`src/rtl/muldiv_unit.sv`:
```
// Iterative HI/LO multiply/divide unit: shift-add multiply and restoring divide on
// operand magnitudes, with a single FIX cycle that applies signs and writes HI/LO.
module muldiv_unit #(
  parameter int WIDTH = 32
) (
  input  logic             clk,
  input  logic             rst_n,
  input  logic             in_valid,
  output logic             in_ready,
  input  logic [5:0]       funct,
  input  logic [WIDTH-1:0] rs_val,
  input  logic [WIDTH-1:0] rt_val,
  input  logic             flush,
  output logic [WIDTH-1:0] result,
  output logic             result_valid,
  output logic             busy,
  output logic             div_by_zero,
  output logic             illegal,
  output logic [WIDTH-1:0] hi,
  output logic [WIDTH-1:0] lo,
  output logic [1:0]       fsm_state
);

  localparam int CW = $clog2(WIDTH) + 1;
  localparam logic [CW-1:0] LAST = CW'(WIDTH - 1);

  localparam logic [5:0] F_MFHI  = 6'h10;
  localparam logic [5:0] F_MTHI  = 6'h11;
  localparam logic [5:0] F_MFLO  = 6'h12;
  localparam logic [5:0] F_MTLO  = 6'h13;
  localparam logic [5:0] F_MULT  = 6'h18;
  localparam logic [5:0] F_MULTU = 6'h19;
  localparam logic [5:0] F_DIV   = 6'h1A;
  localparam logic [5:0] F_DIVU  = 6'h1B;

  typedef enum logic [1:0] {S_IDLE, S_MUL, S_DIV, S_FIX} state_t;

  state_t             state_q, state_d;
  logic [CW-1:0]      cnt_q, cnt_d;
  logic [2*WIDTH-1:0] p_q, p_d;
  logic [WIDTH-1:0]   opr_q, opr_d;
  logic [WIDTH-1:0]   a_q, a_d;
  logic               is_div_q, is_div_d;
  logic               neg_lo_q, neg_lo_d;
  logic               neg_hi_q, neg_hi_d;
  logic               dbz_q, dbz_d;
  logic [WIDTH-1:0]   hi_q, hi_d, lo_q, lo_d, result_q, result_d;
  logic               result_valid_q, result_valid_d;
  logic               div_by_zero_q, div_by_zero_d;
  logic               illegal_q, illegal_d;

  logic               accept, op_signed;
  logic [WIDTH-1:0]   mag_a, mag_b;
  logic [WIDTH:0]     mul_sum, div_shift, div_diff;
  logic [2*WIDTH-1:0] prod_fix;
  logic [WIDTH-1:0]   quo_fix, rem_fix;

  // Handshake: a request transfers on a rising edge where in_valid && in_ready && !flush;
  // in_ready is high exactly when the FSM is IDLE (including throughout reset).
  assign in_ready     = (state_q == S_IDLE);
  assign accept       = in_valid && in_ready && !flush;
  assign busy         = (state_q != S_IDLE);
  assign fsm_state    = state_q;
  assign hi           = hi_q;
  assign lo           = lo_q;
  assign result       = result_q;
  assign result_valid = result_valid_q;
  assign div_by_zero  = div_by_zero_q;
  assign illegal      = illegal_q;

  assign op_signed = (funct == F_MULT) || (funct == F_DIV);
  assign mag_a     = (op_signed && rs_val[WIDTH-1]) ? -rs_val : rs_val;
  assign mag_b     = (op_signed && rt_val[WIDTH-1]) ? -rt_val : rt_val;

  // p_q holds {accumulator, multiplier} for MUL and {remainder, dividend/quotient} for DIV.
  assign mul_sum   = {1'b0, p_q[2*WIDTH-1:WIDTH]} + (p_q[0] ? {1'b0, opr_q} : '0);
  assign div_shift = {p_q[2*WIDTH-1:WIDTH], p_q[WIDTH-1]};
  assign div_diff  = div_shift - {1'b0, opr_q};

  assign prod_fix = neg_lo_q ? -p_q : p_q;
  assign quo_fix  = neg_lo_q ? -p_q[WIDTH-1:0] : p_q[WIDTH-1:0];
  assign rem_fix  = neg_hi_q ? -p_q[2*WIDTH-1:WIDTH] : p_q[2*WIDTH-1:WIDTH];

  always_comb begin
    state_d        = state_q;
    cnt_d          = cnt_q;
    p_d            = p_q;
    opr_d          = opr_q;
    a_d            = a_q;
    is_div_d       = is_div_q;
    neg_lo_d       = neg_lo_q;
    neg_hi_d       = neg_hi_q;
    dbz_d          = dbz_q;
    hi_d           = hi_q;
    lo_d           = lo_q;
    result_d       = result_q;
    result_valid_d = 1'b0;
    div_by_zero_d  = 1'b0;
    illegal_d      = 1'b0;
    case (state_q)
      S_IDLE: begin
        if (accept) begin
          case (funct)
            F_MULT, F_MULTU: begin
              state_d  = S_MUL;
              cnt_d    = '0;
              p_d      = {{WIDTH{1'b0}}, mag_b};
              opr_d    = mag_a;
              is_div_d = 1'b0;
              neg_lo_d = op_signed && (rs_val[WIDTH-1] ^ rt_val[WIDTH-1]);
              neg_hi_d = 1'b0;
              dbz_d    = 1'b0;
            end
            F_DIV, F_DIVU: begin
              state_d  = S_DIV;
              cnt_d    = '0;
              p_d      = {{WIDTH{1'b0}}, mag_a};
              opr_d    = mag_b;
              a_d      = rs_val;
              is_div_d = 1'b1;
              neg_lo_d = op_signed && (rs_val[WIDTH-1] ^ rt_val[WIDTH-1]);
              neg_hi_d = op_signed && rs_val[WIDTH-1];
              dbz_d    = (rt_val == '0);
            end
            F_MFHI: begin
              result_d       = hi_q;
              result_valid_d = 1'b1;
            end
            F_MFLO: begin
              result_d       = lo_q;
              result_valid_d = 1'b1;
            end
            F_MTHI:  hi_d = rs_val;
            F_MTLO:  lo_d = rs_val;
            default: illegal_d = 1'b1;
          endcase
        end
      end
      S_MUL: begin
        if (flush) begin
          state_d = S_IDLE;
        end else begin
          p_d   = {mul_sum, p_q[WIDTH-1:1]};
          cnt_d = cnt_q + 1'b1;
          if (cnt_q == LAST) state_d = S_FIX;
        end
      end
      S_DIV: begin
        if (flush) begin
          state_d = S_IDLE;
        end else begin
          if (!div_diff[WIDTH]) p_d = {div_diff[WIDTH-1:0], p_q[WIDTH-2:0], 1'b1};
          else                  p_d = {div_shift[WIDTH-1:0], p_q[WIDTH-2:0], 1'b0};
          cnt_d = cnt_q + 1'b1;
          if (cnt_q == LAST) state_d = S_FIX;
        end
      end
      S_FIX: begin
        state_d = S_IDLE;
        if (!flush) begin
          if (!is_div_q) begin
            {hi_d, lo_d} = prod_fix;
          end else if (dbz_q) begin
            hi_d          = a_q;
            lo_d          = '1;
            div_by_zero_d = 1'b1;
          end else begin
            hi_d = rem_fix;
            lo_d = quo_fix;
          end
        end
      end
      default: state_d = S_IDLE;
    endcase
  end

  always_ff @(posedge clk or negedge rst_n) begin
    if (!rst_n) begin
      state_q        <= S_IDLE;
      cnt_q          <= '0;
      p_q            <= '0;
      opr_q          <= '0;
      a_q            <= '0;
      is_div_q       <= 1'b0;
      neg_lo_q       <= 1'b0;
      neg_hi_q       <= 1'b0;
      dbz_q          <= 1'b0;
      hi_q           <= '0;
      lo_q           <= '0;
      result_q       <= '0;
      result_valid_q <= 1'b0;
      div_by_zero_q  <= 1'b0;
      illegal_q      <= 1'b0;
    end else begin
      state_q        <= state_d;
      cnt_q          <= cnt_d;
      p_q            <= p_d;
      opr_q          <= opr_d;
      a_q            <= a_d;
      is_div_q       <= is_div_d;
      neg_lo_q       <= neg_lo_d;
      neg_hi_q       <= neg_hi_d;
      dbz_q          <= dbz_d;
      hi_q           <= hi_d;
      lo_q           <= lo_d;
      result_q       <= result_d;
      result_valid_q <= result_valid_d;
      div_by_zero_q  <= div_by_zero_d;
      illegal_q      <= illegal_d;
    end
  end

endmodule

```
`config.mk`:
```
export PLATFORM = sky130hd
export DESIGN_NAME = muldiv_unit
export DESIGN_NICKNAME = d
export VERILOG_FILES = /design/src/rtl/muldiv_unit.sv
export SDC_FILE = /design/constraint.sdc
export NUM_CORES = 1
export LEC_CHECK = 0
export CORE_UTILIZATION = 35
export CTS_CLUSTER_DIAMETER = 120
export CTS_CLUSTER_SIZE = 16
export DETAILED_ROUTE_END_ITERATION = 12
export PLACE_DENSITY = 0.51
export SLEW_MARGIN = 0
export SYNTH_ARGS = -nofsm -noshare
export SYNTH_HDL_FRONTEND = slang
export SYNTH_SLANG_ARGS = --single-unit
```
`constraint.sdc`:
```
create_clock -name clk -period 9.6 [get_ports clk]
set_clock_uncertainty 0.15 [all_clocks]
set_input_delay 1.44 -clock clk [delete_from_list [all_inputs] [get_ports clk]]
set_output_delay 1.44 -clock clk [all_outputs]
set_load 0.02 [all_outputs]
```
Word-level counts from Yosys, hierarchy flattened
Index checks and enable logic that the tools add are counted.

word-level totals
  flip-flop bits (word level) = 239
  bits in latches = 0
  memory bits (writable) = 0
  memory bits (read-only) = 0
  input port bits = 74
  output and inout bits = 103
  word-level logic and storage cells = 124
  memories kept = 0

operators by class
  $add $sub $neg = 8
  $mul = 0
  divide/modulo/power cells = 0
  order comparisons = 0
  equality and inequality tests = 22
  shifts and indexed selects = 0
  multiplexer cells = 48
  bitwise gates (word level) = 1
  reduce and logical (&&, ||, !) cells = 30

operators with widths
  cell                                           count
  two-way mux 32 bit                             15
  two-way mux 64 bit                             5
  one-hot mux 32 bit (2 select lines)            4
  one-hot mux 64 bit (3 select lines)            1
  negation 32 bit                                4
  one-hot mux 64 bit (2 select lines)            1
  negation 64 bit                                1
  == test 6 x 5 -> 1 bit, second input constant  9
  adder 32 x 32 -> 33 bit                        1
  subtractor 33 x 32 -> 33 bit                   1
  logical NOT 32 bit                             1
  two-way mux 6 bit                              3
  AND reduction 3 bit                            5
  one-hot mux 6 bit (2 select lines)             1
  AND reduction 4 bit                            3
  two-way mux 1 bit                              10
  != test 2 bit, second input constant           5
  nonzero test 2 bit                             5
  OR reduction 2 bit                             4
  OR reduction 8 bit                             1
  adder 6 x 1 -> 6 bit, second input constant    1
  two-way mux 2 bit                              3
  != test 2 x 1 -> 1 bit, second input constant  3
  != test 3 x 1 -> 1 bit, second input constant  2
  other kinds (13)                               20

Longest topological paths before layout
Gate-level depths: netlist (run 1).

  depth in word-level cells = 7
  mapped depth = 15
  gate-level depth less buffers = 14

Least setup slack after synthesis (run 1)
Ideal clock, no wire load.

  kind = input -> register
  start point = in rt_val[13]
  end point = reg p_q[26]
  setup time = 0.083 ns
  data arrival time = 3.675 ns
  slack = 5.692 ns
  stages = 10
  path buffers = 0
  path through = or4_1 -> or3_1 -> nor4_1 -> and2_1 -> a21oi_1 -> xor2_1 -> nor2_1 -> a211oi_1 -> a21oi_1 -> o21ai_0

between the ends
  cells in the longest elaborated chain, start to end = 5

ends and longest elaborated chain
  element                              line  source
  start, declared                      12    input logic [WIDTH-1:0] rt_val,
  negation 32 bit                      73    assign mag_b = (op_signed && rt_val[WIDTH-1]) ? -rt_val : rt_val;
  two-way mux 32 bit                   73
  one-hot mux 64 bit (2 select lines)  103   case (funct)
  two-way mux 64 bit                   102   if (accept) begin
  one-hot mux 64 bit (3 select lines)  100   case (state_q)
  end signal, assigned                 197   p_q <= p_d;
  end, declared                        40    logic [2*WIDTH-1:0] p_q, p_d;

No other way between the ends. The select of a mux whose other input is x is not followed.
A chain may end at the register's enable or synchronous reset.

Worst setup path in the final report (run 1)
  start point = reg p_q[32]
  end point = reg p_q[40]

between the ends
  cells in the longest elaborated chain, start to end = 4
  elaborated cells on any way between the ends = 6
  those cells by class = add/sub (2); mux (4)

ends and longest elaborated chain
  element                                line  source
  subtractor 33 x 32 -> 33 bit           78    assign div_diff = div_shift - {1'b0, opr_q};
  two-way mux 64 bit                     152   if (!div_diff[WIDTH]) p_d = {div_diff[WIDTH-1:0], p_q[WIDTH-2:0], 1'b1};
  two-way mux 64 bit                     149   if (flush) begin
  one-hot mux 64 bit (3 select lines) *  100

Every way passes the cells marked *; elsewhere a longest branch is shown, timed or not. The select of a mux whose other input is x is not followed.

==> Flow_metrics.wiki, run 1 <==
{| class="wikitable"
! Metric !! Value
|-
| Outcome || finished, final reports clean
|-
| Number of antenna violations at the first check in global routing || 2
|-
| Row Count || 84
|-
| Capturing element of the worst setup path || p_q[40]
|-
| Gate count of the mapped netlist || between 2000 and 2500
|-
| Most common flop cell mapped by yosys || dfrtp_1
|-
| Number of DRC markers after the initial detailed-route iteration || 1741
|-
| Chip width || roughly 230 um
|-
| Final routed wirelength across all metal layers || about 76000 um
|-
| Total length of routed met2 wires || between 30000 and 40000 um
|-
| Final hold violation count || 0
|-
| Share of layout cells above drive strength 1 || about 4.8%
|-
| Vias in the first global route || 17600
|-
| CTS clock-pin slew for the worst setup and hold paths || ~0.08 ns
|-
| Area grow syn2layout || 14.8%
|-
| Synth async-reset ratio || between 90% and 100%
|-
| Final setup viols || 0
|-
| Destination of the worst register-to-register timing path || p_q[40]
|-
| Portion of synthesized cell area occupied by the leading cell type || roughly a third
|-
| EDFF count, synth || 0
|-
| Buffers on Ports || between 150 and 200
|-
| Routed length on met1 || about 35000 um
|-
| Critical path launch point type || flip-flop
|-
| Cell taking the most area after synthesis || dfrtp_1
|-
| Die area || between 50000 and 60000 um2
|-
| Pin count of the biggest net entering global routing || ~140
|-
| Total of cells resized after clock tree synthesis || 0
|-
| Number of warnings reported in the yosys synthesis log || 0
|-
| Clock period minus final worst setup slack || ~4.9 ns
|-
| TritonCTS clock tree || done
|-
| Startpoint of the most critical register-to-register path || p_q[32]
|-
| Average cell area after synthesis || roughly 7.7 um2
|-
| Commonest non-fill, non-tap cell in the layout || nand2_1
|-
| Post-route insts no fill || approximately 3200
|-
| Seq cells post-synth || between 200 and 250
|-
| Count of placed standard cells including taps || around 3100
|-
| Cell variety after synth || between 70 and 80
|-
| Overflow left after global routing || 0
|-
| Worst Path Class, Setup || reg -> reg
|-
| Clk root buf || clkbuf_16
|-
| Number of violations of the max-capacitance limit || 0
|-
| Initial standard-cell utilization of the core || between 30% and 40%
|-
| Tot Pwr || 6.36 mW
|-
| Post-place setup slack || approximately 4.6 ns
|-
| Detailed-route vias per instance || 5.93
|-
| P per Cell Area || just under 300 nW/um2
|-
| Category of the worst setup path capture point || flip-flop
|-
| Deepest clock path buffer count || 3
|-
| Max frequency || roughly 200 MHz
|-
| Post-DP Area || between 20000 and 25000 um2
|-
| Routed Antenna Nets || 0
|-
| Slew at the pin with the worst max-slew slack || 1.12 ns
|-
| Crit Path Max Fanout || 50
|-
| Worst reg-to-reg setup slack || between 4 and 5 ns
|-
| Synthesized netlist net count || around 2600
|-
| Proportion of synthesized chip area in sequential cells || between 30% and 40%
|-
| Combined area of all synthesized cells || approximately 19000 um2
|-
| Data required time of the worst path || 9.86 ns
|-
| First-pass GRT wire length || roughly 110000 um
|-
| Vias after detailed routing || ~19000
|-
| Unrepaired setup endpoints after global routing || false
|-
| Clock latency of the later-clocked register in the worst-skew pair || 0.53 ns
|-
| DRT Pass-1 Iters || 5
|-
| Number of antenna diodes || 0
|-
| Inserted Clock Buffers || 18
|-
| Core footprint || roughly 53000 um2
|-
| Aggregate global-route resource usage || between 20% and 30%
|-
| Number of nets in the layout || between 2000 and 3000
|-
| Cells taking the most area after synthesis || dfrtp_1, o21ai_0, a21oi_1
|-
| Min-Delay Path Class || reg -> reg
|-
| Total Negative Setup Slacks || 0 ns
|-
| Commonest non-fill, non-tap cells in the layout || nand2_1, o21ai_0, nor2_1, dfrtp_1, a21oi_1
|-
| Crit path launch || p_q[32]
|-
| Routed WL per cell || about 24 um
|-
| Final HPWL from detailed placement || just under 60000 um
|-
| Share of the clock period used by the worst path after layout || between 50% and 60%
|-
| Worst Path Arrival || between 5 and 6 ns
|-
| DR WL met3 || 5460 um
|-
| Total clock sinks || 239
|-
| Post-CTS setup buffer count || 0
|-
| Setup slack after layout || 4.66 ns
|-
| Final weighted congestion in routability-driven placement || between 0.9 and 1
|-
| Cells on worst reg2reg path || 14
|-
| H-tree levels || 1
|-
| Leakage power summed over all cells || 9.18 nW
|-
| Relative slew slack || 25.1%
|-
| Slew Limit Fails || 0
|-
| Highest routing layer actually used || met4
|-
| # hold bufs at CTS || 0
|-
| Remaining design rule violation count || 0
|-
| Number of ports placed on the die boundary || about 180
|-
| Post-route cell area || about 21000 um2
|-
| Die height || ~230 um
|-
| Worst VDD drop || ~0.16 mV
|}
==> how the worst min path moves through the flow <==
stage / from / end / slack, ns / cells after the start
final: opr_q[11] / opr_q[11] / 0.34 / 2
after global routing: a_q[3] / a_q[3] / 0.38 / 1
after CTS: opr_q[20] / opr_q[20] / 0.34 / 2
after detailed placement: opr_q[20] / opr_q[20] / 0.32 / 2
after global placement: opr_q[7] / opr_q[7] / 0.32 / 2
after floorplan: a_q[26] / a_q[26] / 0.29 / 2
==> per-stage QoR <==
stage               util (%)  hold slack (ns)
finish                  40.8            0.336
detailed placement      39.9            0.321
CTS                     40.8            0.339
global route            40.8            0.378
global placement        39.9            0.319
floorplan                  -            0.295
==> cells by family after synthesis <==
group | Yosys count | share of synthesized area, %
AO/OA/AOI/OAI | 828 | 26.7
buffers and inverters | 245 | 4.96
flip-flops | 239 | 32.0
XOR/XNOR | 161 | 7.54
adder cells (fa/ha/maj) | 75 | 5.10
AND/OR/NAND/NOR | 789 | 19.1
multiplexers | 83 | 4.65
==> final cells by class <==
class	count	area (um2)
well taps	688	861
multi-input cells	1936	11800
inverters	74	278
fillers	5350	31200
clock buffers	21	483
flip-flops and latches	239	5980
repair buffers	212	2050
==> sequential cells by signal, summed over array words and instances (netlist names) <==
signal and cells:
p_q 64, a_q 32, hi 32, lo 32, opr_q 32, result 32, cnt_q 6, fsm_state 2
dbz_q 1, div_by_zero 1, illegal 1, is_div_q 1, neg_hi_q 1, neg_lo_q 1, result_valid 1
==> routing by layer <==
layer  track usage, %  vias to the layer above
met5                0                        -
met4             5.92                        0
met3             3.17                       96
met2             42.5                      747
met1             40.8                     9162
li1                 -                     8803
==> worst max-delay path, stage by stage, from the launching register on <==
cell and delay, ns:
dfrtp_1 0.71, inv_1 0.27, fa_1 0.53, nor2b_1 0.20
o2111ai_1 0.19, nand4b_1 0.26, a31oi_1 0.21, o21ai_0 0.73
a21oi_1 0.13, buf_4 0.20, nand2_1 0.06, buf_4 0.45
mux2_2 0.43, a22oi_1 0.18, o21ai_0 0.09
==> cell usage after synthesis (13+ instances only) <==
library cell,instances
a211oi_1,21
a21o_1,32
a21oi_1,231
a22o_1,15
a22oi_1,33
a31oi_1,29
and2_1,13
clkbuf_1,153
dfrtp_1,239
ha_1,73
inv_1,73
mux2_2,31
mux2i_1,52
nand2_1,290
nand2b_1,23
nand3_1,32
nand4_1,16
nor2_1,255
nor3_1,53
nor4_1,14
o211ai_1,27
o21ai_0,279
o22ai_1,38
o31ai_1,20
o41ai_1,14
or3_1,25
or4_1,13
xnor2_1,98
xor2_1,63
==> where the power goes <==
| group | internal (mW) | total, mW | switching (mW) |
|---|---|---|---|
| combinational | 1.44 | 3.81 | 2.37 |
| sequential | 1.33 | 1.80 | 0.476 |
| clock | 0.355 | 0.745 | 0.391 |
Power figures use the tool's default switching activity.
==> run 2, diff against run 1 <==
Settings changed: PLACE_DENSITY 0.51 to 0.53.
Clock period 9.6 ns to 4.5 ns, I/O delays scaled along.
==> run 2 against run 1 <==
Against the previous run:
- the flow now finishes with violations (max-capacitance violations)
- register-to-register slack worse by 4.2 ns
- sequential share of layout area is 0.59 points lower
- sequential power is 110% higher
- via count is 1.8% higher
- non-clock buffer count is 55 higher
- routed wire length is 1.8% higher
- hold slack worse by 0.32 ns
- clock power is 120% higher
- combinational power is 120% higher
- die area stayed put
- power is 120% higher
- first-iteration DRC count is 18% higher
- critical path type unchanged
- critical endpoint is now hi[31]
==> Flow_metrics.wiki, run 2 (synthesis results as in run 1) <==
{| class="wikitable"
! Metric !! Value
|-
| Final HPWL from detailed placement || 59900 um (+3.5%)
|-
| Detailed-route vias per instance || 5.93 (about the same)
|-
| Max frequency || 247 MHz (+22%)
|-
| Highest cell delay on the worst timing path || 0.58 ns (-0.15 ns)
|-
| Final setup viols || 0 (unchanged)
|-
| Share of layout cells above drive strength 1 || 6.89% (+2.1 points)
|-
| Number of violations of the max-capacitance limit || 1 (+1)
|-
| Die area || 54400 um2 (unchanged)
|-
| Failing checks || max-capacitance violations
|-
| Commonest non-fill, non-tap cells in the layout || nand2_1, o21ai_0, nor2_1, dfrtp_1, a21oi_1
|-
| Area grow syn2layout || 17.3%
|-
| Number of antenna violations at the first check in global routing || 2 (unchanged)
|-
| CTS clock-pin slew for the worst setup and hold paths || 0.08 ns (about the same)
|-
| DRT Pass-1 Iters || 6 (+1)
|-
| Number of DRC markers after the initial detailed-route iteration || 2062 (+18%)
|-
| Number of nets in the layout || 2686 (+2.1%)
|-
| Worst Path Class, Setup || reg -> reg
|-
| Inserted Clock Buffers || 19 (+1)
|-
| Final hold violation count || 0 (unchanged)
|-
| # hold bufs at CTS || 0 (unchanged)
|-
| Crit-path slowest cell || dfrtp_1
|-
| Clock latency of the later-clocked register in the worst-skew pair || 0.55 ns (+0.02 ns)
|-
| Chip width || 233 um (unchanged)
|-
| Clock period minus final worst setup slack || 4.05 ns (-0.894 ns)
|-
| Share of the clock period used by the worst path after layout || 90.0% (+38 points)
|-
| Relative slew slack || 0.434% (-25 points)
|-
| Core footprint || 52700 um2 (unchanged)
|-
| Crit Path Max Fanout || 9 (-82%)
|-
| Vias in the first global route || 17900 (+1.8%)
|-
| Vias after detailed routing || 19100 (+1.8%)
|-
| Clk root buf || clkbuf_16
|-
| Data required time of the worst path || 4.78 ns (-5.08 ns)
|-
| Slew at the pin with the worst max-slew slack || 1.48 ns (+0.356 ns)
|-
| Remaining design rule violation count || 0 (unchanged)
|-
| Pin count of the biggest net entering global routing || 101 (-26%)
|-
| Final weighted congestion in routability-driven placement || 0.978 (+0.30%)
|-
| P per Cell Area || 633 nW/um2 (+110%)
|-
| Overflow left after global routing || 0 (unchanged)
|-
| Number of antenna diodes || 0 (unchanged)
|-
| Number of ports placed on the die boundary || 177 (unchanged)
|-
| Routed Antenna Nets || 0 (unchanged)
|-
| Worst Path Arrival || 4.33 ns (-0.87 ns)
|-
| Total clock sinks || 239 (unchanged)
|-
| Outcome || complete, but fails checks
|-
| Routed WL per cell || 23.9 um (about the same)
|-
| Unrepaired setup endpoints after global routing || false
|-
| Min-Delay Path Class || in -> async
|-
| Initial standard-cell utilization of the core || 35.5% (unchanged)
|-
| Total Negative Setup Slacks || 0 ns (unchanged)
|-
| Final routed wirelength across all metal layers || 77200 um (+1.8%)
|-
| Buffers on Ports || 176 (unchanged)
|-
| Category of the worst setup path capture point || flip-flop
|-
| Most common cell on crit path || or4_4
|-
| Commonest non-fill, non-tap cell in the layout || nand2_1
|-
| Worst VDD drop || 0.346 mV (+110%)
|-
| Slew Limit Fails || 0 (unchanged)
|-
| Aggregate global-route resource usage || 28.0% (+0.43 points)
|-
| Post-route core utilization || 41.7% (+0.88 points)
|-
| Cells along the critical path || nor3_2 > nand2b_1 > or2_4 > or3_4 > or4_4 > or4_4 > o41ai_4 > xnor2_1 > o221ai_2 > o21ai_1
|-
| Leakage power summed over all cells || 9.48 nW (+3.3%)
|-
| Row Count || 84 (unchanged)
|-
| Post-CTS setup buffer count || 0 (unchanged)
|-
| Total of cells resized after clock tree synthesis || 0 (unchanged)
|-
| First-pass GRT wire length || 115000 um (+1.2%)
|-
| Max FFs per register || 64 (unchanged)
|-
| Critical path launch point type || flip-flop
|-
| TritonCTS clock tree || done
|-
| Reg with most FFs || p_q
|-
| Die height || 233 um (unchanged)
|-
| H-tree levels || 1 (unchanged)
|-
| Tot Pwr || 13.9 mW (+120%)
|-
| Deepest clock path buffer count || 3 (unchanged)
|}
run 2: report_power, final:
| part | total [mW] | internal [mW] | switching [mW] |
|---|---|---|---|
| clock network | 1.63 | 0.767 | 0.866 |
| logic | 8.50 | 3.21 | 5.29 |
| registers | 3.74 | 2.83 | 0.911 |
| total | 13.9 | 6.81 | 7.06 |
run 2: final timing paths:
path	endpoint	cells after the start	start	slack (ns)
worst min-delay path	result[10]	1	rst_n	0.02
worst max-delay path	hi[31]	10	p_q[43]	0.45
worst max register to register	hi[31]	10	p_q[43]	0.45
min in group clk	a_q[22]	2	a_q[22]	0.34
worst min register to register	a_q[22]	2	a_q[22]	0.34
max in group asynchronous	opr_q[26]	2	rst_n	3.24
run 2: routing by layer:
metal,GRT usage [%],wire [um],up-vias
li1,-,-,8891
met1,40.9,35400,9272
met2,42.7,33400,856
met3,3.45,5780,127
met4,8.23,2520,0
met5,0,0,-
run 2: area by class of cell:
class,instances,area (um2)
multi-input combinational,1936,11800
timing repair buffer,267,2490
sequential,239,5980
inverter,74,278
clock inverter,3,30.0
tap,688,861
fill,5420,30700
clock buffer,20,479
run 2: per-stage QoR:
| stage | worst slack (ns) | area [um2] | hold slack [ns] | instances |
|---|---|---|---|---|
| after floorplan | 0.897 | 18700 | 0.229 | 2420 |
| after global placement | 0.295 | 21400 | 0.314 | 3204 |
| after detailed placement | 0.318 | 21400 | 0.321 | 3204 |
| after CTS | 0.470 | 21900 | 0.0624 | 3227 |
| after global routing | 0.248 | 21900 | 0.108 | 3227 |
| final | 0.450 | 21900 | 0.0152 | 3227 |
run 2: critical path, delay by kind of cell (launching register included):
| family | cells | cell delay [ns] |
|---|---|---|
| DFF | 1 | 0.58 |
| and+or+nand+nor | 6 | 2.56 |
| AOI/OAI and AO/OA | 3 | 0.52 |
| xor gates and xnor gates | 1 | 0.12 |
